--- config.mk ---
export PLATFORM = sky130hd
export DESIGN_NAME = mem_arbiter
export DESIGN_NICKNAME = d
export VERILOG_FILES = /design/src/rtl/mem_arb_pkg.sv /design/src/rtl/mem_rr_pick.sv /design/src/rtl/mem_arbiter.sv
export SDC_FILE = /design/constraint.sdc
export NUM_CORES = 1
export LEC_CHECK = 0
export BUFFER_PORTS_ARGS = -buffer_cell sky130_fd_sc_hd__buf_2
export CAP_MARGIN = 20
export CORE_ASPECT_RATIO = 1.25
export CORE_MARGIN = 5
export CORE_UTILIZATION = 35
export CTS_CLUSTER_DIAMETER = 30
export DETAILED_ROUTE_END_ITERATION = 16
export HOLD_SLACK_MARGIN = 0.1
export PLACE_DENSITY = 0.65
export SYNTH_ARGS = -nofsm -noshare
export SYNTH_HDL_FRONTEND = slang
export SYNTH_SLANG_ARGS = --single-unit
export TNS_END_PERCENT = 100
--- constraint.sdc ---
create_clock -name clk -period 4.3 [get_ports clk]
set_input_delay 0.43 -clock clk [delete_from_list [all_inputs] [get_ports clk]]
set_output_delay 0.43 -clock clk [all_outputs]
set_load 0.02 [all_outputs]
--- src/rtl/mem_arb_pkg.sv ---
// Shared types for the IFU/LSU data-memory arbiter.
package mem_arb_pkg;

  localparam int WAIT_CYCLES_DEF = 3;

  typedef enum logic [1:0] {
    IDLE,
    ACCESS,
    DONE
  } state_e;

  typedef enum logic {
    OWN_IFU = 1'b0,
    OWN_LSU = 1'b1
  } owner_e;

endpackage

--- src/rtl/mem_rr_pick.sv ---
// Two-way round-robin pick between IFU and LSU requests.
module mem_rr_pick
  import mem_arb_pkg::*;
(
  input  logic   ifu_req,
  input  logic   lsu_req,
  input  owner_e last_owner,
  output logic   valid,
  output owner_e owner
);

  always_comb begin
    valid = ifu_req | lsu_req;
    owner = OWN_IFU;
    unique case (1'b1)
      (ifu_req & lsu_req):
        owner = (last_owner == OWN_IFU) ? OWN_LSU : OWN_IFU;
      (lsu_req & ~ifu_req):
        owner = OWN_LSU;
      default:
        owner = OWN_IFU;
    endcase
  end

endmodule

--- src/rtl/mem_arbiter.sv ---
// Arbitrates the single-port data memory between IFU and LSU,
// runs a fixed-latency access and returns data with a ready pulse.
module mem_arbiter
  import mem_arb_pkg::*;
#(
  parameter int ADDR_W      = 32,
  parameter int DATA_W      = 32,
  parameter int WAIT_CYCLES = WAIT_CYCLES_DEF
) (
  input  logic                clk,
  input  logic                reset,
  input  logic                ifu_req,
  input  logic [ADDR_W-1:0]   ifu_addr,
  output logic                ifu_gnt,
  output logic                ifu_ready,
  input  logic                lsu_req,
  input  logic                lsu_we,
  input  logic [ADDR_W-1:0]   lsu_addr,
  input  logic [DATA_W-1:0]   lsu_wdata,
  input  logic [DATA_W/8-1:0] lsu_be,
  output logic                lsu_gnt,
  output logic                lsu_ready,
  output logic [DATA_W-1:0]   rdata,
  output logic                mem_en,
  output logic                mem_we,
  output logic [ADDR_W-1:0]   mem_addr,
  output logic [DATA_W-1:0]   mem_wdata,
  output logic [DATA_W/8-1:0] mem_be,
  input  logic [DATA_W-1:0]   mem_rdata
);

  localparam int BE_W  = DATA_W / 8;
  localparam int CNT_W = $clog2(WAIT_CYCLES + 1);
  localparam logic [CNT_W-1:0] CNT_LOAD = CNT_W'(WAIT_CYCLES);
  localparam logic [CNT_W-1:0] CNT_ONE  = CNT_W'(1);

  state_e              state_q, state_d;
  owner_e              owner_q, owner_d;
  owner_e              last_owner_q, last_owner_d;
  logic [CNT_W-1:0]    cnt_q, cnt_d;
  logic                we_q, we_d;
  logic [ADDR_W-1:0]   addr_q, addr_d;
  logic [DATA_W-1:0]   wdata_q, wdata_d;
  logic [BE_W-1:0]     be_q, be_d;
  logic [DATA_W-1:0]   rdata_q, rdata_d;
  logic                ifu_rdy_q, ifu_rdy_d;
  logic                lsu_rdy_q, lsu_rdy_d;
  logic                mem_en_q, mem_en_d;
  logic                mem_we_q, mem_we_d;

  logic   pick_valid;
  owner_e pick_owner;

  mem_rr_pick u_pick (
    .ifu_req    (ifu_req),
    .lsu_req    (lsu_req),
    .last_owner (last_owner_q),
    .valid      (pick_valid),
    .owner      (pick_owner)
  );

  always_comb begin
    state_d      = state_q;
    owner_d      = owner_q;
    last_owner_d = last_owner_q;
    cnt_d        = cnt_q;
    we_d         = we_q;
    addr_d       = addr_q;
    wdata_d      = wdata_q;
    be_d         = be_q;
    rdata_d      = rdata_q;
    ifu_rdy_d    = 1'b0;
    lsu_rdy_d    = 1'b0;
    mem_en_d     = mem_en_q;
    mem_we_d     = mem_we_q;
    ifu_gnt      = 1'b0;
    lsu_gnt      = 1'b0;
    unique case (state_q)
      IDLE: begin
        if (pick_valid) begin
          owner_d  = pick_owner;
          cnt_d    = CNT_LOAD;
          mem_en_d = 1'b1;
          state_d  = ACCESS;
          if (pick_owner == OWN_LSU) begin
            lsu_gnt  = 1'b1;
            we_d     = lsu_we;
            addr_d   = lsu_addr;
            wdata_d  = lsu_wdata;
            be_d     = lsu_we ? lsu_be : '1;
            mem_we_d = lsu_we;
          end else begin
            ifu_gnt  = 1'b1;
            we_d     = 1'b0;
            addr_d   = ifu_addr;
            wdata_d  = '0;
            be_d     = '1;
            mem_we_d = 1'b0;
          end
        end
      end
      ACCESS: begin
        if (cnt_q != '0) cnt_d = cnt_q - CNT_ONE;
        // Final access edge: capture read data and hand over to DONE.
        if (cnt_q <= CNT_ONE) begin
          state_d   = DONE;
          mem_en_d  = 1'b0;
          mem_we_d  = 1'b0;
          ifu_rdy_d = (owner_q == OWN_IFU);
          lsu_rdy_d = (owner_q == OWN_LSU);
          if (!we_q) rdata_d = mem_rdata;
        end
      end
      DONE: begin
        last_owner_d = owner_q;
        state_d      = IDLE;
      end
      default: begin
        state_d  = IDLE;
        mem_en_d = 1'b0;
        mem_we_d = 1'b0;
      end
    endcase
  end

  always_ff @(posedge clk or posedge reset) begin
    if (reset) begin
      state_q      <= IDLE;
      owner_q      <= OWN_IFU;
      last_owner_q <= OWN_IFU;
      cnt_q        <= '0;
      we_q         <= 1'b0;
      addr_q       <= '0;
      wdata_q      <= '0;
      be_q         <= '0;
      rdata_q      <= '0;
      ifu_rdy_q    <= 1'b0;
      lsu_rdy_q    <= 1'b0;
      mem_en_q     <= 1'b0;
      mem_we_q     <= 1'b0;
    end else begin
      state_q      <= state_d;
      owner_q      <= owner_d;
      last_owner_q <= last_owner_d;
      cnt_q        <= cnt_d;
      we_q         <= we_d;
      addr_q       <= addr_d;
      wdata_q      <= wdata_d;
      be_q         <= be_d;
      rdata_q      <= rdata_d;
      ifu_rdy_q    <= ifu_rdy_d;
      lsu_rdy_q    <= lsu_rdy_d;
      mem_en_q     <= mem_en_d;
      mem_we_q     <= mem_we_d;
    end
  end

  assign ifu_ready = ifu_rdy_q;
  assign lsu_ready = lsu_rdy_q;
  assign rdata     = rdata_q;
  assign mem_en    = mem_en_q;
  assign mem_we    = mem_we_q;
  assign mem_addr  = addr_q;
  assign mem_wdata = wdata_q;
  assign mem_be    = be_q;

endmodule

==> results of run 1 <==
## worst paths after layout
| path | endpoint | slack [ns] | cells past startpoint |
|---|---|---|---|
| min reg2reg | mem_en$_DFFE_PP0P_ | 0.48 | 1 |
| min | mem_wdata[29]$_DFFE_PP0P_ | 0.30 | 2 |
| max | lsu_gnt | 1.74 | 3 |
| min in group asynchronous | rdata[8]$_DFFE_PP0P_ | 0.57 | 3 |
| max reg2reg | mem_wdata[22]$_DFFE_PP0P_ | 2.15 | 4 |
| max in group asynchronous | mem_wdata[26]$_DFFE_PP0P_ | 2.69 | 5 |
## placed cells by master, fill, tap and decap left out, drive strengths merged
| cell type | count |
|---|---|
| nor2 | 4 |
| and3 | 2 |
| buf | 250 |
| o21a | 33 |
| and2 | 1 |
| nand2b | 3 |
| or2 | 1 |
| nor2b | 2 |
| a21o | 2 |
| dfrtp | 111 |
| nor3 | 2 |
| nor3b | 1 |
| mux2 | 33 |
| nand4 | 1 |
| o22a | 4 |
| a221o | 32 |
| clkinvlp | 2 |
| o21ai | 4 |
| a2bb2oi | 1 |
| inv | 3 |
| clkbuf | 11 |
| ha | 2 |
| a32o | 1 |
| dlygate4sd3 | 1 |
| nand2 | 3 |
| o22ai | 1 |
| a22o | 32 |
| bufinv | 3 |
## final cells by class
class	instances	area, sq um
fill	1179	6430
sequential	111	2780
multi-input combinational	165	1470
timing repair buffer	251	1300
clock buffer	11	243
tap	168	210
clock inverter	5	105
inverter	3	13.8
## state kept, by name, summed over array words and instances (netlist names)
register,flops
mem_addr,32
mem_wdata,32
rdata,32
mem_be,4
cnt_q,2
state_q,2
ifu_ready,1
last_owner_q,1
lsu_ready,1
mem_en,1
mem_we,1
owner_q,1
we_q,1
## cell families after synthesis
| family | Yosys count | share of synthesized area, % |
|---|---|---|
| DFF | 111 | 62.9 |
| AOI/OAI and AO/OA | 110 | 21.4 |
| muxes | 33 | 8.42 |
| buffers and inverters | 28 | 4.08 |
| and+or+nand+nor | 20 | 2.66 |
| adders and majority gates | 2 | 0.567 |
## worst max-delay path: stages (launching register included)
cell and delay (ns):
dfrtp_1 0.42, nor2_1 0.24, and3_2 0.81, buf_2 0.30
## metrics by stage
stage               total power, uW  utilization [%]  cells  worst slack, ns  hold slack (ns)
finish                         5100             48.7    714             1.74            0.303
CTS                            5180             48.4    712             1.72            0.287
detailed placement             4210             45.7    696             2.09            0.465
global placement               4140             45.7    696             2.16            0.458
global route                   5420             48.7    714             1.60            0.285
floorplan                      3460                -    304            0.939            0.445
## per-layer routing
metal  up-vias  share of wire (%)  track usage, %
li1       1636                  -               -
met1      1727                 40            19.5
met2       179                 50            26.3
met3        10                8.7            5.59
met4         0               0.96            5.00
met5         -                  0               0
## where the power goes
group / switching [uW] / leakage, uW / internal (uW)
combinational: 1350 / 0.00159 / 1000
sequential: 266 / 0.00135 / 1540
clock: 365 / 0.000162 / 586
total: 1980 / 0.00310 / 3120
## timing repair
| item | CTS | global route |
|---|---|---|
| hold buffers | 0 | 1 |
| hold endpoints to repair | 0 | 16 |
| setup endpoints to repair | 0 | 0 |
==> results.md, run 1 <==
* Yosys reg bits at 111
* Critical path origin: state_q[0]$_DFFE_PP0P_
* First-pass GRT wire length at 19.2 mm
* FF-to-FF Start: state_q[0]$_DFFE_PP0P_
* Share of layout cells above drive strength 1 at 55.1%
* Dpl hpwl at 9.17 mm
* DR WL/cell at 17.1 um
* VDD IR max at 0.000346 V
* Crit Path Max Fanout at 42
* Post-synthesis sequential area ratio at 62.9%
* Reg clk slew, reported paths at 0.07 ns
* Largest net degree at the start of global routing at 82
* FMAX at 390 MHz
* Final hold violations at 0
* FP Rows at 46
* H-Tree Depth at 3
* Vias at 3,552
* Final GP Congestion at 0.767
* Post-Syn Nets at 443
* Slew Viols, Final at 0
* Initial DRC Count at 132
* Vias/cell at 4.97
* RSZ-0062 raised after global routing: no
* Routed Antenna Nets at 0
* Diodes inserted at 0
* Vias in the first global route at 3,704
* TritonCTS clock tree: yes
* Initial antenna violation count at 0
* # setup viols final at 0
* Final clock period utilization by the worst path at 59.6%
* Num ports at 243
* Final wirelength at 12.2 mm
* Power Density at 835 nW/um^2
* Top post-synthesis cells by count: dfrtp_1 (111), o21a_1 (33), a221o_1 (32), a22o_1 (32), mux2_2 (31)
* Post-cts sizing count at 0
* Area share of the largest cell type after synthesis at 62.9%
* Drt drc at 0
* Outcome: finished clean
* Final nets at 680
* Clk root buf: clkbuf_16
* Final instance area at 6120 sq um
* Setup CP Type: reg -> out
* Cells after Synth at 304
* Setup Fix Bufs, Post-CTS at 0
* Die Height at 136 um
* Ys Warns at 0
* Synth top area cells: dfrtp_1 (63%), mux2_2 (7.9%), a221o_1 (7.3%), a22o_1 (6.3%), o21a_1 (5.6%)
* Full die area at 15,000 sq um
* TritonRoute pass-1 iters at 4
* Min-delay src: lsu_wdata[29]
* Cell with the most instances after synthesis: dfrtp_1
* Total core area at 12,500 sq um
* Hold Path Class: in -> reg
* Starting Density at 35.2%
* Max_cap viols at 0
* Die width at 110 um
* Synth async-reset ratio at 100%
* Post-synthesis instance area at 4420 sq um
* Clk_lat worst skew at 0.34 ns
* Largest area contributor in the netlist: dfrtp_1
* Dpl cell area at 5730 sq um
* Remaining global-route overflow at 0
* Number of distinct library cells after synthesis at 30
* Tightest Pin Transition at 0.859 ns
* Post-synth EDFFs at 0
* Tmin final at 2.56 ns
* Leakage Power at 0.00310 uW
* Number of buffers created by CTS at 9
* Critical path required time at 3.87 ns
* Setup TNS at 0 ns
* GRT Resource Usage Total at 15.9%
* Synth Flop Type: dfrtp_1
* Clock Tree Buf Depth at 2
* Clock sink count at 111
* Syn avg cell area at 14.5 sq um
* IO buf count at 242
* Crit path arrival time at 2.13 ns
* Worst Skew at 0.00627 ns
* Layout overhead on the synthesized area at 38.5%
* Critical Path End Type: output port
* Worst Setup Start Kind: flop
* Slew headroom at 42.7%
Note: power is estimated with default switching activity, not from simulation.
==> run 2, diff against run 1 <==
Settings changed: ABC_AREA set to 1, PLACE_DENSITY 0.65 to 0.66.
Clock period 4.3 ns to 2.3 ns, I/O delays scaled along.
==> run 2 against run 1 <==
  * Clock power is 55% higher
  * Via count rose by 30%
  * Final cell count rose by 47%
  * Area after synthesis increased by 11%
  * Critical path type unchanged
  * Largest cell class unchanged
  * Largest power group unchanged
==> results.md, run 2 <==
* Vias in the first global route at 4,541 (+23%)
* Vias at 4,612 (+30%)
* Clk root buf: clkbuf_16
* Worst Skew at 0.00974 ns (+0.00348 ns)
* Clock Tree Buf Depth at 2 (unchanged)
* CP delay by family, top: simple AND/OR/NAND/NOR gates
* Num ports at 243 (unchanged)
* Yosys reg bits at 111 (unchanged)
* FMAX at 556 MHz
* VDD IR max at 0.000679 V (+96%)
* TritonRoute pass-1 iters at 5 (+1)
* H-Tree Depth at 3 (unchanged)
* Clock power frac at 16.1% (-2.5 points)
* Vias/cell at 4.40 (-11%)
* Syn avg cell area at 8.18 sq um (-44%)
* Routed Antenna Nets at 0 (unchanged)
* P_int at 5020 uW (+61%)
* Post-cts sizing count at 0 (unchanged)
* Final GP Congestion at 0.758 (-1.3%)
* Clock sink count at 111 (unchanged)
* Synth top area cells: dfrtp_1 (57%), nand2_1 (23%), inv_1 (4.1%), nand3_1 (3.5%), o21ai_1 (3.3%)
* Synth Flop Type: dfrtp_1
* Post-cts hold buffer count at 36 (+36)
* Critical Path End Type: output port
* Starting Density at 35.6% (+0.43 points)
* RSZ-0062 raised after global routing: no
* Critical-path top delay cell: dfrtp_1
* Hold Path Class: in -> reg
* Post-Place Cells at 994 (+43%)
* Synth async-reset ratio at 100% (unchanged)
* Slew headroom at 57.3% (+15 points)
* Share of layout cells above drive strength 1 at 31.8% (-23 points)
* Slew Viols, Final at 0 (unchanged)
* Post-synth EDFFs at 0 (unchanged)
* Sum of buffers and inverters on the critical path at 1 (unchanged)
* FILL cells at 1,363 (+16%)
* Number of distinct library cells after synthesis at 23 (-23%)
* Leakage Power at 0.00410 uW (+32%)
* Largest area contributor in the netlist: dfrtp_1
* Combinational Power Share at 47.0% (+0.9 points)
* Cell Chain, Critical Path: nand2_2 -> nand2_4 -> nor2_4 -> buf_2
* Die Height at 142 um (+4.9%)
* Initial antenna violation count at 0 (unchanged)
* Sequential power share at 36.8% (+1.5 points)
* Final clock period utilization by the worst path at 78.2%
* Net Switching at 4080 uW (+110%)
* Final hold violations at 0 (unchanged)
* # setup viols final at 0 (unchanged)
* Power Density at 1330 nW/um^2 (+59%)
* Layout Utilization at 49.9% (+1.2 points)
* Clk_lat worst skew at 0.34 ns (about the same)
* Die width at 116 um (+4.8%)
* Setup TNS at 0 ns (unchanged)
* Remaining global-route overflow at 0 (unchanged)
* Ys Warns at 0 (unchanged)
* IO buf count at 242 (unchanged)
* Area share of the largest cell type after synthesis at 56.7% (-6.2 points)
* GRT Resource Usage Total at 16.7% (+0.81 points)
* Final instance area at 6870 sq um (+12%)
* Setup CP Type: reg -> out
* Commonest non-fill, non-tap cell in the layout: nand2_1
* Most frequent cells in the layout: nand2_1 (304), buf_2 (242), dfrtp_1 (111)
* Largest net degree at the start of global routing at 65 (-21%)
* Max_cap viols at 0 (unchanged)
* Layout overhead on the synthesized area at 40.2%
* Reg clk slew, reported paths at 0.07 ns (about the same)
* FP Rows at 48 (+4.3%)
* Tmin final at 1.80 ns
* Outcome: finished clean
* Total core area at 13,800 sq um (+9.6%)
* Post-Syn Nets at 738 (+67%)
* Final wirelength at 13.7 mm (+12%)
* Multi-input logic area at 1700 sq um (+16%)
* Setup Fix Bufs, Post-CTS at 0 (unchanged)
* Hold_ws at 0.116 ns (-0.187 ns)
* Drt drc at 0 (unchanged)
* Max incr delay on CP at 0.40 ns (-0.41 ns)
* Cell with the most instances after synthesis: nand2_1
* Top post-synthesis cells by count: nand2_1 (305), dfrtp_1 (111), inv_1 (53)
* Crit path arrival time at 1.57 ns (-0.56 ns)
* Post-synthesis instance area at 4900 sq um (+11%)
* Initial DRC Count at 227 (+72%)
* Crit Path Max Fanout at 37 (-12%)
* Finished Layout Cells at 1,047 (+47%)
* DR WL/cell at 13.1 um (-23%)
* Full die area at 16,500 sq um (+10%)
* Post-synthesis sequential area ratio at 56.7% (-6.2 points)
* Dpl cell area at 6230 sq um (+8.6%)
* Critical path required time at 2.07 ns (-1.80 ns)
* Storage cell area at 2780 sq um (unchanged)
* Worst Setup Start Kind: flop
* Cells after Synth at 599 (+97%)
* Tightest Pin Transition at 0.641 ns (-0.219 ns)
* Number of buffers created by CTS at 9 (unchanged)
* Dpl hpwl at 9.90 mm (+7.9%)
* First-pass GRT wire length at 22.3 mm (+16%)
* TritonCTS clock tree: yes
* Final nets at 1,005 (+48%)
* Sw frac at 44.9% (+6.0 points)
[run 2: cell count changes after synthesis, sizes merged, moves of 33 or more]
cell and delta:
inv +52, mux2 -33, nand2 +305, o21ai +34
o21a -33, nand3 +35
[run 2: kinds of logic (layout without fill, tap and decap cells)]
logic type / after synthesis / after routing / share of synthesized area [%]
AND/OR/NAND/NOR: 356 / 356 / 29.5
adder cells (fa/ha/maj): 2 / 2 / 0.511
AO/OA/AOI/OAI: 44 / 44 / 4.70
flip-flops: 111 / 111 / 56.7
buffers and inverters: 86 / 358 / 8.63
other: 0 / 1 / 0
[run 2: worst paths after layout]
check | startpoint | end | slack (ns) | cells past startpoint
hold reg to reg | owner_q$_DFFE_PP0P_ | ifu_ready$_DFF_PP0_ | 0.43 | 1
hold / removal | mem_rdata[30] | rdata[30]$_DFFE_PP0P_ | 0.12 | 3
max in group asynchronous | reset | mem_addr[17]$_DFFE_PP0P_ | 1.29 | 4
setup reg to reg | cnt_q[1]$_DFFE_PP0P_ | rdata[27]$_DFFE_PP0P_ | 0.56 | 7
setup / recovery | last_owner_q$_DFFE_PP0P_ | lsu_gnt | 0.50 | 4
min in group asynchronous | reset | mem_wdata[13]$_DFFE_PP0P_ | 0.41 | 3
[run 2: power groups by stage]
stage | logic, uW | registers [uW] | clock network, uW
finish | 4280 | 3350 | 1470
global placement | 4240 | 3360 | 0
global route | 4770 | 3480 | 1590
floorplan | 1890 | 4390 | 0
detailed placement | 4320 | 3360 | 0
CTS | 4350 | 3360 | 1530
[run 2: through the flow]
stage	setup WS [ns]	total power, uW
floorplan	0.727	6280
global placement	0.635	7600
detailed placement	0.573	7680
CTS	0.438	9240
global route	0.357	9850
finish	0.503	9100
[run 2: layout make-up]
type	instances	area share, %
Clock buffer	11	3.39
Sequential cell	111	40.5
Antenna cell	1	0.0364
Multi-Input combinational cell	402	24.8
Inverter	55	3.06
Clock inverter	5	0.638
Timing Repair Buffer	287	24.4
Tap cell	175	3.19
[run 2: layer usage]
layer  GRT usage [%]  up-vias  part of all wire (%)
met2            27.6      180                    48
met3            4.13       12                   7.8
met4            4.95        0                   1.4
met1            21.6     2068                    43
li1                -     2352                     -
met5               0        -                     0
[run 2: worst register-to-register path: cells and delay by family (launching register included)]
family,cells,cell delay (ns)
AND/OR/NAND/NOR,3,0.88
flip-flops,1,0.39
adder cells (fa/ha/maj),1,0.14
buffers and inverters,2,0.12
AO/OA/AOI/OAI,1,0.08
==> run 3, diff against run 2 <==
Settings changed: ABC_AREA 1 to 0, PLACE_DENSITY 0.66 to 0.65.
Clock period 2.3 ns to 1.9 ns, I/O delays scaled along.
==> run 3 against run 2 <==
  * Final area is 8.7% higher
  * Clock-buffer cell count is 2 lower
  * Clock power is 30% higher
  * Sequential power is 22% higher
  * Clock skew is 0.0045 ns lower
  * Critical path type unchanged
  * Critical endpoint is now ifu_gnt
==> results.md, run 3 (synthesis gave the netlist of run 1 again) <==
* GRT Resource Usage Total at 19.0% (+2.4 points)
* Clock Tree Buf Depth at 2 (unchanged)
* Largest net degree at the start of global routing at 112 (+72%)
* Final hold violations at 0 (unchanged)
* Vias in the first global route at 4,514 (-0.59%)
* TritonRoute pass-1 iters at 4 (-1)
* Leakage Power at 0.00366 uW (-11%)
* Worst Setup Start Kind: flop
* Clock sink count at 111 (unchanged)
* Clk root buf: clkbuf_16
* Tightest Pin Transition at 0.589 ns (-0.0517 ns)
* Initial DRC Count at 207 (-8.8%)
* # setup viols final at 0 (unchanged)
* Die Height at 136 um (-4.7%)
* Share of layout cells above drive strength 1 at 44.9% (+13 points)
* Full die area at 15,000 sq um (-9.1%)
* Vias at 4,132 (-10%)
* Vias/cell at 4.85 (+10%)
* IO buf count at 242 (unchanged)
* Final GP Congestion at 0.712 (-6.0%)
* Drt drc at 0 (unchanged)
* Crit path arrival time at 1.58 ns (about the same)
* DR WL/cell at 16.9 um (+28%)
* Hold path cells at 3 (unchanged)
* RSZ-0062 raised after global routing: no
* Max_cap viols at 0 (unchanged)
* Num ports at 243 (unchanged)
* Power Density at 1570 nW/um^2 (+18%)
* Critical path required time at 1.71 ns (-0.36 ns)
* Most frequent cells in the layout: buf_2 (242), dlygate4sd3_1 (134), dfrtp_1 (111)
* Routed Antenna Nets at 0 (unchanged)
* Initial antenna violation count at 0 (unchanged)
* Critical Path End Type: output port
* Post-Place Cells at 701 (-29%)
* Tmin final at 1.77 ns
* Final nets at 817 (-19%)
* H-Tree Depth at 3 (unchanged)
* Min-delay src: lsu_req
* Finished Layout Cells at 852 (-19%)
* Number of buffers created by CTS at 9 (unchanged)
* Worst Skew at 0.00529 ns (-0.00445 ns)
* First-pass GRT wire length at 23.4 mm (+5.2%)
* VDD IR max at 0.000680 V (about the same)
* FP Rows at 46 (-4.2%)
* RR Endpoint: rdata[0]$_DFFE_PP0P_
* Remaining global-route overflow at 0 (unchanged)
* Final wirelength at 14.4 mm (+4.5%)
* TritonCTS clock tree: yes
* Slew headroom at 60.7% (+3.4 points)
* FILL cells at 1,034 (-24%)
* Crit Path Max Fanout at 12 (-68%)
* Commonest non-fill, non-tap cell in the layout: buf_2
* Layout overhead on the synthesized area at 69.0%
* Dpl hpwl at 8.93 mm (-9.8%)
* Starting Density at 35.2% (-0.43 points)
* Setup Fix Bufs, Post-CTS at 0 (unchanged)
* Final clock period utilization by the worst path at 93.2%
* Hold Path Class: in -> reg
* FF-to-FF Start: state_q[1]$_DFFE_PP0P_
* WHS Endpoint: we_q$_DFFE_PP0P_
* Setup TNS at 0 ns (unchanged)
* Total core area at 12,500 sq um (-8.8%)
* Worst R2R Path Depth at 4 (-3)
* Setup CP Type: reg -> out
* Reg-to-reg slack, setup at 0.28 ns (-0.28 ns)
* Die width at 110 um (-4.6%)
* Outcome: finished clean
* Reg clk slew, reported paths at 0.07 ns (about the same)
* Clk_lat worst skew at 0.34 ns (about the same)
* Slew Viols, Final at 0 (unchanged)
* FMAX at 565 MHz
run 3: cell count changes in the layout (fill, tap and decap cells not counted), sizes merged, moves of 4 or more:
cell / before / now
nand2: 308 / 3
o21a: 0 / 33
o21ai: 38 / 4
a221o: 0 / 32
nand3b: 6 / 0
o22a: 0 / 4
inv: 55 / 4
mux2: 0 / 33
a22o: 0 / 32
dlygate4sd3: 36 / 134
nand3: 35 / 0
run 3: where the power goes:
| group | total [uW] | switching, uW | internal (uW) |
|---|---|---|---|
| logic | 5710 | 3180 | 2530 |
| registers | 4090 | 616 | 3470 |
| clock network | 1910 | 867 | 1040 |
| total | 11700 | 4660 | 7040 |
run 3: metrics by stage:
| stage | hold slack, ns | cell area [sq um] | setup slack, ns | util [%] | total power, uW |
|---|---|---|---|---|---|
| final | 0.320 | 7460 | 0.129 | 59.5 | 11700 |
| after global routing | 0.340 | 7460 | 0.0203 | 59.5 | 12400 |
| after floorplan | 0.316 | 4420 | 0.367 | - | 7830 |
| after global placement | 0.403 | 5810 | 0.343 | 46.3 | 9440 |
| after CTS | 0.310 | 7450 | 0.0340 | 59.4 | 11800 |
| after detailed placement | 0.406 | 5810 | 0.277 | 46.3 | 9600 |
run 3: layer usage:
layer  up-vias  share of wire, %  track usage [%]
li1       1911                 -                -
met4         0               2.2             6.91
met5         -                 0                0
met3        25               6.0             3.93
met1      2022                40             23.1
met2       174                52             33.6
run 3: worst max-delay path: stages (launching register included):
cell and delay, ns:
dfrtp_1 0.43, nor2_2 0.21, and3_1 0.22, buf_4 0.20, buf_2 0.19
run 3: worst max path at each step:
stage,from,to,slack (ns),depth (start not counted)
2_1_floorplan,reset,cnt_q[0]$_DFFE_PP0P_,0.37,1
3_3_place_gp,cnt_q[1]$_DFFE_PP0P_,rdata[24]$_DFFE_PP0P_,0.34,6
3_5_place_dp,cnt_q[1]$_DFFE_PP0P_,rdata[25]$_DFFE_PP0P_,0.28,6
4_1_cts,state_q[0]$_DFFE_PP0P_,lsu_gnt,0.03,3
5_1_grt,state_q[0]$_DFFE_PP0P_,ifu_gnt,0.02,4
6_report,state_q[0]$_DFFE_PP0P_,ifu_gnt,0.13,4
run 3: final cells by class:
cell class              count  area (sq um)  share of cell area, %
well taps                 168           210                   2.82
multi-input cells         165          1470                   19.7
inverters                   3          15.0                  0.201
repair buffers            388          2680                   35.9
diodes                      1          2.50                 0.0335
flip-flops and latches    111          2780                   37.2
clock buffers               9           225                   3.02
clock inverters             7          80.1                   1.07
run 3: timing repair:
item / 4_1_cts / 5_1_grt
endpoints found under the setup margin: 0 / 2
endpoints found under the hold margin: 212 / 0
hold buffers: 134 / 0
gates resized for setup: 0 / 2
